File: src/rtl/register_file_mp.sv
`default_nettype none
// +----------------------------------------------------------------------------+
// | register_file_mp: multi-port register file with write bypass and a         |
// | per-register pending scoreboard.                          Rev 1.0          |
// +----------------------------------------------------------------------------+
module register_file_mp #(
  parameter  int DATA_W   = 32,
  parameter  int NREGS    = 32,
  parameter  int RPORTS   = 2,
  parameter  int ZERO_REG = 1,
  localparam int AW       = $clog2(NREGS)
) (
  input  logic                     CLK,
  input  logic                     nRST,
  input  logic [RPORTS-1:0]        ren,
  input  logic [RPORTS*AW-1:0]     rsel,
  output logic [RPORTS*DATA_W-1:0] rdat,
  output logic [RPORTS-1:0]        rbusy,
  input  logic [1:0]               wen,
  input  logic [2*AW-1:0]          wsel,
  input  logic [2*DATA_W-1:0]      wdat,
  input  logic                     rsv_en,
  input  logic [AW-1:0]            rsv_sel,
  output logic [NREGS-1:0]         pend
);

  logic [DATA_W-1:0] r_mem [NREGS];
  logic [NREGS-1:0]  r_pend;
  logic [AW-1:0]     w_wsel [2];
  logic [DATA_W-1:0] w_wdat [2];
  logic [1:0]        w_wr_ok;
  logic [NREGS-1:0]  w_pend_cleared;
  logic [NREGS-1:0]  w_pend_next;

  for (genvar k = 0; k < 2; k++) begin : g_wport
    assign w_wsel[k]  = wsel[k*AW +: AW];
    assign w_wdat[k]  = wdat[k*DATA_W +: DATA_W];
    assign w_wr_ok[k] = wen[k] && !((ZERO_REG != 0) && (w_wsel[k] == '0));
  end

  // Port 1 is applied last so it wins a same-address collision.
  always_ff @(posedge CLK) begin
    if (!nRST) begin
      for (int r = 0; r < NREGS; r++) r_mem[r] <= '0;
    end else begin
      if (w_wr_ok[0]) r_mem[w_wsel[0]] <= w_wdat[0];
      if (w_wr_ok[1]) r_mem[w_wsel[1]] <= w_wdat[1];
    end
  end

  // Clear on write first, then set on reserve, so a same-cycle reserve wins.
  always_comb begin
    w_pend_cleared = r_pend;
    for (int k = 0; k < 2; k++) begin
      if (wen[k]) w_pend_cleared[w_wsel[k]] = 1'b0;
    end
    w_pend_next = w_pend_cleared;
    if (rsv_en) w_pend_next[rsv_sel] = 1'b1;
    if (ZERO_REG != 0) w_pend_next[0] = 1'b0;
  end

  always_ff @(posedge CLK) begin
    if (!nRST) r_pend <= '0;
    else       r_pend <= w_pend_next;
  end

  assign pend = r_pend;

  for (genvar i = 0; i < RPORTS; i++) begin : g_rport
    logic [AW-1:0]     w_addr;
    logic [DATA_W-1:0] w_val;
    logic [DATA_W-1:0] r_dat;
    logic              r_busy;

    assign w_addr = rsel[i*AW +: AW];

    always_comb begin
      w_val = r_mem[w_addr];
      if ((ZERO_REG != 0) && (w_addr == '0))     w_val = '0;
      else if (wen[1] && (w_wsel[1] == w_addr)) w_val = w_wdat[1];
      else if (wen[0] && (w_wsel[0] == w_addr)) w_val = w_wdat[0];
    end

    always_ff @(posedge CLK) begin
      if (!nRST) begin
        r_dat  <= '0;
        r_busy <= 1'b0;
      end else if (ren[i]) begin
        r_dat  <= w_val;
        r_busy <= w_pend_cleared[w_addr];
      end
    end

    assign rdat[i*DATA_W +: DATA_W] = r_dat;
    assign rbusy[i]                 = r_busy;
  end

endmodule
`default_nettype wire

File: config.mk
export PLATFORM = sky130hd
export DESIGN_NAME = register_file_mp
export DESIGN_NICKNAME = d
export VERILOG_FILES = /design/src/rtl/register_file_mp.sv
export SDC_FILE = /design/constraint.sdc
export NUM_CORES = 2
export LEC_CHECK = 0
export CAP_MARGIN = 5
export CORE_UTILIZATION = 63
export CTS_CLUSTER_DIAMETER = 30
export DETAILED_ROUTE_END_ITERATION = 7
export PLACE_DENSITY_LB_ADDON = 0.05
export SYNTH_ARGS = -nofsm -noshare
export SYNTH_HDL_FRONTEND = slang
export SYNTH_SLANG_ARGS = --single-unit
File: constraint.sdc
create_clock -name CLK -period 3.95 [get_ports CLK]
set_input_delay 0.5925 -clock CLK [delete_from_list [all_inputs] [get_ports CLK]]
set_output_delay 0.5925 -clock CLK [all_outputs]
set_load 0.005 [all_outputs]
Word-level counts from Yosys, hierarchy flattened
Memory sizes are Yosys's and may differ from the RTL's.
Index checks and enable logic that the tools add are counted.
{ "totals": {"ff_bits": 98, "mem_bits_rw": 1024, "out_inout_bits": 98, "wordCells": 73, "n_memories": 1} }
{ "op_classes": {"magnitude_cmp": 8, "eq_ne": 4, "n_mux": 32, "bitwise": 5, "reduce_logical": 17} }
{ "mem_list": {"columns": ["memory", "words", "word_bits", "rd", "rd_ports_with_merged_regs", "wr", "line", "source"], "rows": [
  ["r_mem", 32, 32, 2, 0, 32, "27", "logic [DATA_W-1:0] r_mem [NREGS];"]
]} }
{ "ops": {"columns": ["op", "n"], "rows": [
  ["$mux 32", 11],
  ["$and 32x32->32", 2],
  ["$not 32->32", 2],
  ["$reduce_or 32->1", 2],
  ["$or 32x32->32", 1],
  ["$lt 5x6->1 const B", 5],
  ["$eq 5x5->1", 4],
  ["$logic_not 5->1", 4],
  ["$demux 1 s5", 3],
  ["$ge 5x1->1 const B", 3],
  ["$mux 1", 14],
  ["$bmux 1 s5", 2],
  ["$mux 5", 2],
  ["$logic_and 1x1->1", 9],
  ["$logic_not 1->1", 2]
]} }

Longest topological paths before layout
{ "logic_depth": {"word_depth": 11, "mapped_depth": 10} }

Worst setup path after synthesis
No wires, ideal clock.
{ "synth_timing": {"path_type": "in2reg", "from": "input wsel[6]", "to": "memory r_mem[20][0], enable pin", "arrival_ns": 3.127, "required_time_ns": 3.555, "setup_slack_ns": 0.428, "stages": 8, "path_cell_list": "buf_2 > or3b_1 > clkbuf_1 > or3b_1 > buf_2 > nor2_2 > clkbuf_1 > nand3b_1"} }
{ "synth_lines": {"columns": ["element", "line", "source"], "rows": [
  ["from (decl)", "20", "input logic [2*AW-1:0] wsel,"],
  ["to (decl)", "27", null]
]} }

==> load_flow_metrics.sql <==
INSERT INTO impl_metrics (metric_group, metric, value, unit) VALUES
('status', 'outcome', 'complete, but fails checks', ''),
('status', 'violations_in_the_final_reports', 'design-rule violations', ''),
('synth', 'synthXorXnorAreaFrac', '0.278', '%'),
('run', 'maxCapViolations', '0', ''),
('finish', 'area.sequential', '0.0327', 'mm²'),
('placed_design', 'routabilityCongestion', '0.983', ''),
('synth', 'ys_ff_latch', '1121', ''),
('min_path', 'hold_path_depth', '4', ''),
('synth', 'postSynthCellCount', '4166', ''),
('placed_design', 'buffer_ports.inserted', '192', ''),
('critical_path', 'worst-endpoint-arrival', '3810', 'ps'),
('synth', 'syn-cell-area', '0.0630', 'mm²'),
('synth', 'synth_area_per_cell', '15.1', 'µm²'),
('critical_path', 'setup.worst_path.start_class', 'primary input', ''),
('floorplanning', 'boundaryPins', '194', ''),
('sta', 'final.setup_skew', '62.8', 'ps'),
('clocking', 'root_buffer', 'clkbuf_16', ''),
('critical_path', 'crit_path_max_incr_delay', '1110', 'ps'),
('finish', 'fillers', '5589', ''),
('synth', 'synth_warnings', '0', ''),
('floorplanning', 'die_span_in_y', '318', 'µm'),
('global_routing', 'grtUsageTotal', '54.0', '%'),
('global_routing', 'vias_in_the_first_global_route', '49600', ''),
('global_routing', 'global_route_wire_length_before_repair', '377000', 'µm'),
('critical_path', 'worst-path-max-fanout', '23', ''),
('synth', 'synth.area.mux_share', '24.1', '%'),
('routing', 'route.final.wire_length', '274000', 'µm'),
('sta', 'hold_viol', '0', ''),
('finish', 'layout-area-overhead-vs-synth', '20.2', '%'),
('sta', 'grt_setup_unrepaired', 'false', ''),
('synth', 'ys_top_cells_by_area', 'edfxtp_1 49%, mux4_2 23%, a22o_1 14%', ''),
('critical_path', 'required', '4640', 'ps'),
('critical_path', 'worst_path_max_delay_cell', 'nor2_4', ''),
('routing', 'detail_route.drc_violations', '35', ''),
('clocking', 'post_cts_buffers', '0', ''),
('critical_path', 'timing.setup.critical_path_class', 'primary input to flip-flop', ''),
('critical_path', 'rr_startpoint', 'r_mem[4][21]', ''),
('critical_path', 'regToRegEndpoint', 'g_rport[0].r_dat[21]', ''),
('synth', 'number_of_synthesized_flops_with_an_enable_pin', '1024', ''),
('critical_path', 'path_cells', 'clkdlybuf4s50_1 -> nand3b_1 -> or2_2 -> nor2_4 -> nor2_4 -> buf_4 -> a22o_1', ''),
('synth', 'netlist.area_leader.share', '48.8', '%'),
('synth', 'ys.flop_type', 'edfxtp_1', ''),
('clocking', 'cts_tree', 'done', ''),
('clocking', 'cts-resized-gates', '0', ''),
('critical_path', 'worstRegToRegCells', '6', ''),
('placed_design', 'detailed_place_hpwl', '164000', 'µm'),
('min_path', 'min-delay-start', 'rsel[2]', ''),
('min_path', 'hold_end', 'g_rport[0].r_busy', ''),
('power_and_ir_drop', 'total_power_consumption_of_the_routed_design', '37900', 'µW'),
('critical_path', 'path_delay_family', 'simple AND/OR/NAND/NOR gates', ''),
('synth', 'main_combinational_cell_family_by_area_after_synthesis', 'multiplexers', ''),
('finish', 'drive_gt1_share', '33.1', '%'),
('global_routing', 'grt_antenna_before_repair', '29', ''),
('sta', 'setup_tns', '0', 'ps'),
('routing', 'drt_first_iter_violations', '10400', ''),
('placed_design', 'place_inst', '5356', ''),
('routing', 'drt.antenna.violating_nets', '0', ''),
('power_and_ir_drop', 'ratio_of_total_power_to_cell_area', '501', 'mW/mm²'),
('clocking', 'worst_skew_pair.late_latency', '830', 'ps'),
('clocking', 'cts-htree-levels', '4', ''),
('floorplanning', 'die_area', '0.101', 'mm²'),
('floorplanning', 'die_w', '318', 'µm'),
('routing', 'wl_per_cell', '47.3', 'µm'),
('routing', 'drt-pass1-iter-count', '8', ''),
('routing', 'num_vias', '51500', ''),
('floorplanning', 'core_area', '0.0987', 'mm²'),
('routing', 'vias_per_cell', '8.89', ''),
('clocking', 'clkSlewWorstSetupHoldPaths', '50', 'ps'),
('finish', 'final_nets', '4387', ''),
('critical_path', 'setup.worst_path.end_class', 'flip-flop', ''),
('finish', 'combined_area_of_the_multi_input_logic_cells', '0.0282', 'mm²');
registers in the layout, indices dropped and copies added (netlist names):
signal / flops
r_mem: 1024
g_rport.r_dat: 64
pend: 31
g_rport.r_busy: 2
cell usage after synthesis (2+ instances only):
| cell type | number |
|---|---|
| a211oi_1 | 3 |
| a21oi_1 | 102 |
| a221oi_1 | 34 |
| a222oi_1 | 32 |
| a22o_1 | 992 |
| a22oi_1 | 2 |
| a31oi_1 | 2 |
| and3_1 | 3 |
| and3b_1 | 5 |
| buf_1 | 77 |
| buf_2 | 91 |
| buf_4 | 5 |
| clkbuf_1 | 506 |
| dfxtp_1 | 97 |
| edfxtp_1 | 1024 |
| inv_1 | 4 |
| mux2_2 | 3 |
| mux2i_1 | 69 |
| mux4_2 | 642 |
| nand2_1 | 71 |
| nand3_1 | 13 |
| nand3b_1 | 38 |
| nand4b_1 | 2 |
| nor2_1 | 178 |
| nor2_2 | 7 |
| nor2b_1 | 4 |
| nor3_1 | 16 |
| nor3b_1 | 7 |
| nor4_1 | 7 |
| o2111ai_1 | 2 |
| o21ai_0 | 42 |
| o221a_2 | 10 |
| o221ai_1 | 20 |
| o22ai_1 | 3 |
| o31ai_1 | 2 |
| or3_1 | 5 |
| or3b_1 | 3 |
| or3b_2 | 6 |
| xnor2_1 | 4 |
| xor2_1 | 16 |
area by class of cell:
| class | instances | share of cell area, % |
|---|---|---|
| clock inverters | 177 | 2.81 |
| flip-flops and latches | 1121 | 43.2 |
| inverters | 6 | 0.0364 |
| repair buffers | 552 | 7.10 |
| clock buffers | 237 | 7.37 |
| multi-input cells | 2391 | 37.3 |
| diodes | 27 | 0.0892 |
| well taps | 1287 | 2.13 |
metal layers:
layer	vias to the layer above	GRT usage, %	wire [µm]
met1	25200	65.4	83100
met5	-	1.61	331
li1	18000	-	-
met3	1689	29.2	54500
met4	27	37.3	23600
met2	6604	73.7	113000
worst reg2reg max path, stage by stage (launching register included):
cell,delay (ps)
edfxtp_1,450
mux4_2,520
mux4_2,570
mux2i_1,340
a21oi_1,150
a221oi_1,310
nor2_1,80
metrics by stage:
step	hold slack [ps]	setup WS, ps
finish	425	831
global route	461	951
CTS	395	1180
detailed placement	510	343
global placement	496	416
floorplan	497	428
where the power goes:
part / switching, µW / internal, µW
Sequential: 458 / 13700
Clock: 6740 / 12600
Combinational: 2530 / 1890
Total: 9740 / 28200
worst max path at each step:
stage | from | end | slack (ps) | depth (start not counted)
floorplan | wsel[6] | r_mem[20][0] | 430 | 8
global placement | wsel[5] | r_mem[8][17] | 420 | 8
detailed placement | wsel[5] | r_mem[8][3] | 340 | 8
CTS | wsel[5] | r_mem[16][17] | 1180 | 6
global route | wsel[5] | r_mem[26][12] | 950 | 7
finish | wsel[5] | r_mem[26][12] | 830 | 7
cell usage in the layout (no fill, tap or decap), types with 26 or more instances in the layout:
cell             count
a21oi_1            102
a221oi_1            34
a222oi_1            32
a22o_1             992
buf_12              60
buf_4              303
bufinv_16           36
clkbuf_16          220
clkdlybuf4s50_1    178
clkinv_1            26
clkinv_2            43
conb_1              33
dfxtp_1             97
diode_2             27
edfxtp_1          1024
mux2i_1             69
mux4_2             642
nand2_1             68
nand3b_1            38
nor2_1             124
nor2_4              61
o21ai_0             42
kinds of logic (layout without fill, tap and decap cells):
kind of cell | after synthesis | in the layout
buf+inv | 686 | 972
flops | 1121 | 1121
other cells | 1 | 60
compound gates | 1254 | 1254
mux | 714 | 714
xor+xnor | 20 | 20
simple gates | 370 | 370
No activity file was read; power rests on OpenSTA's default activity.
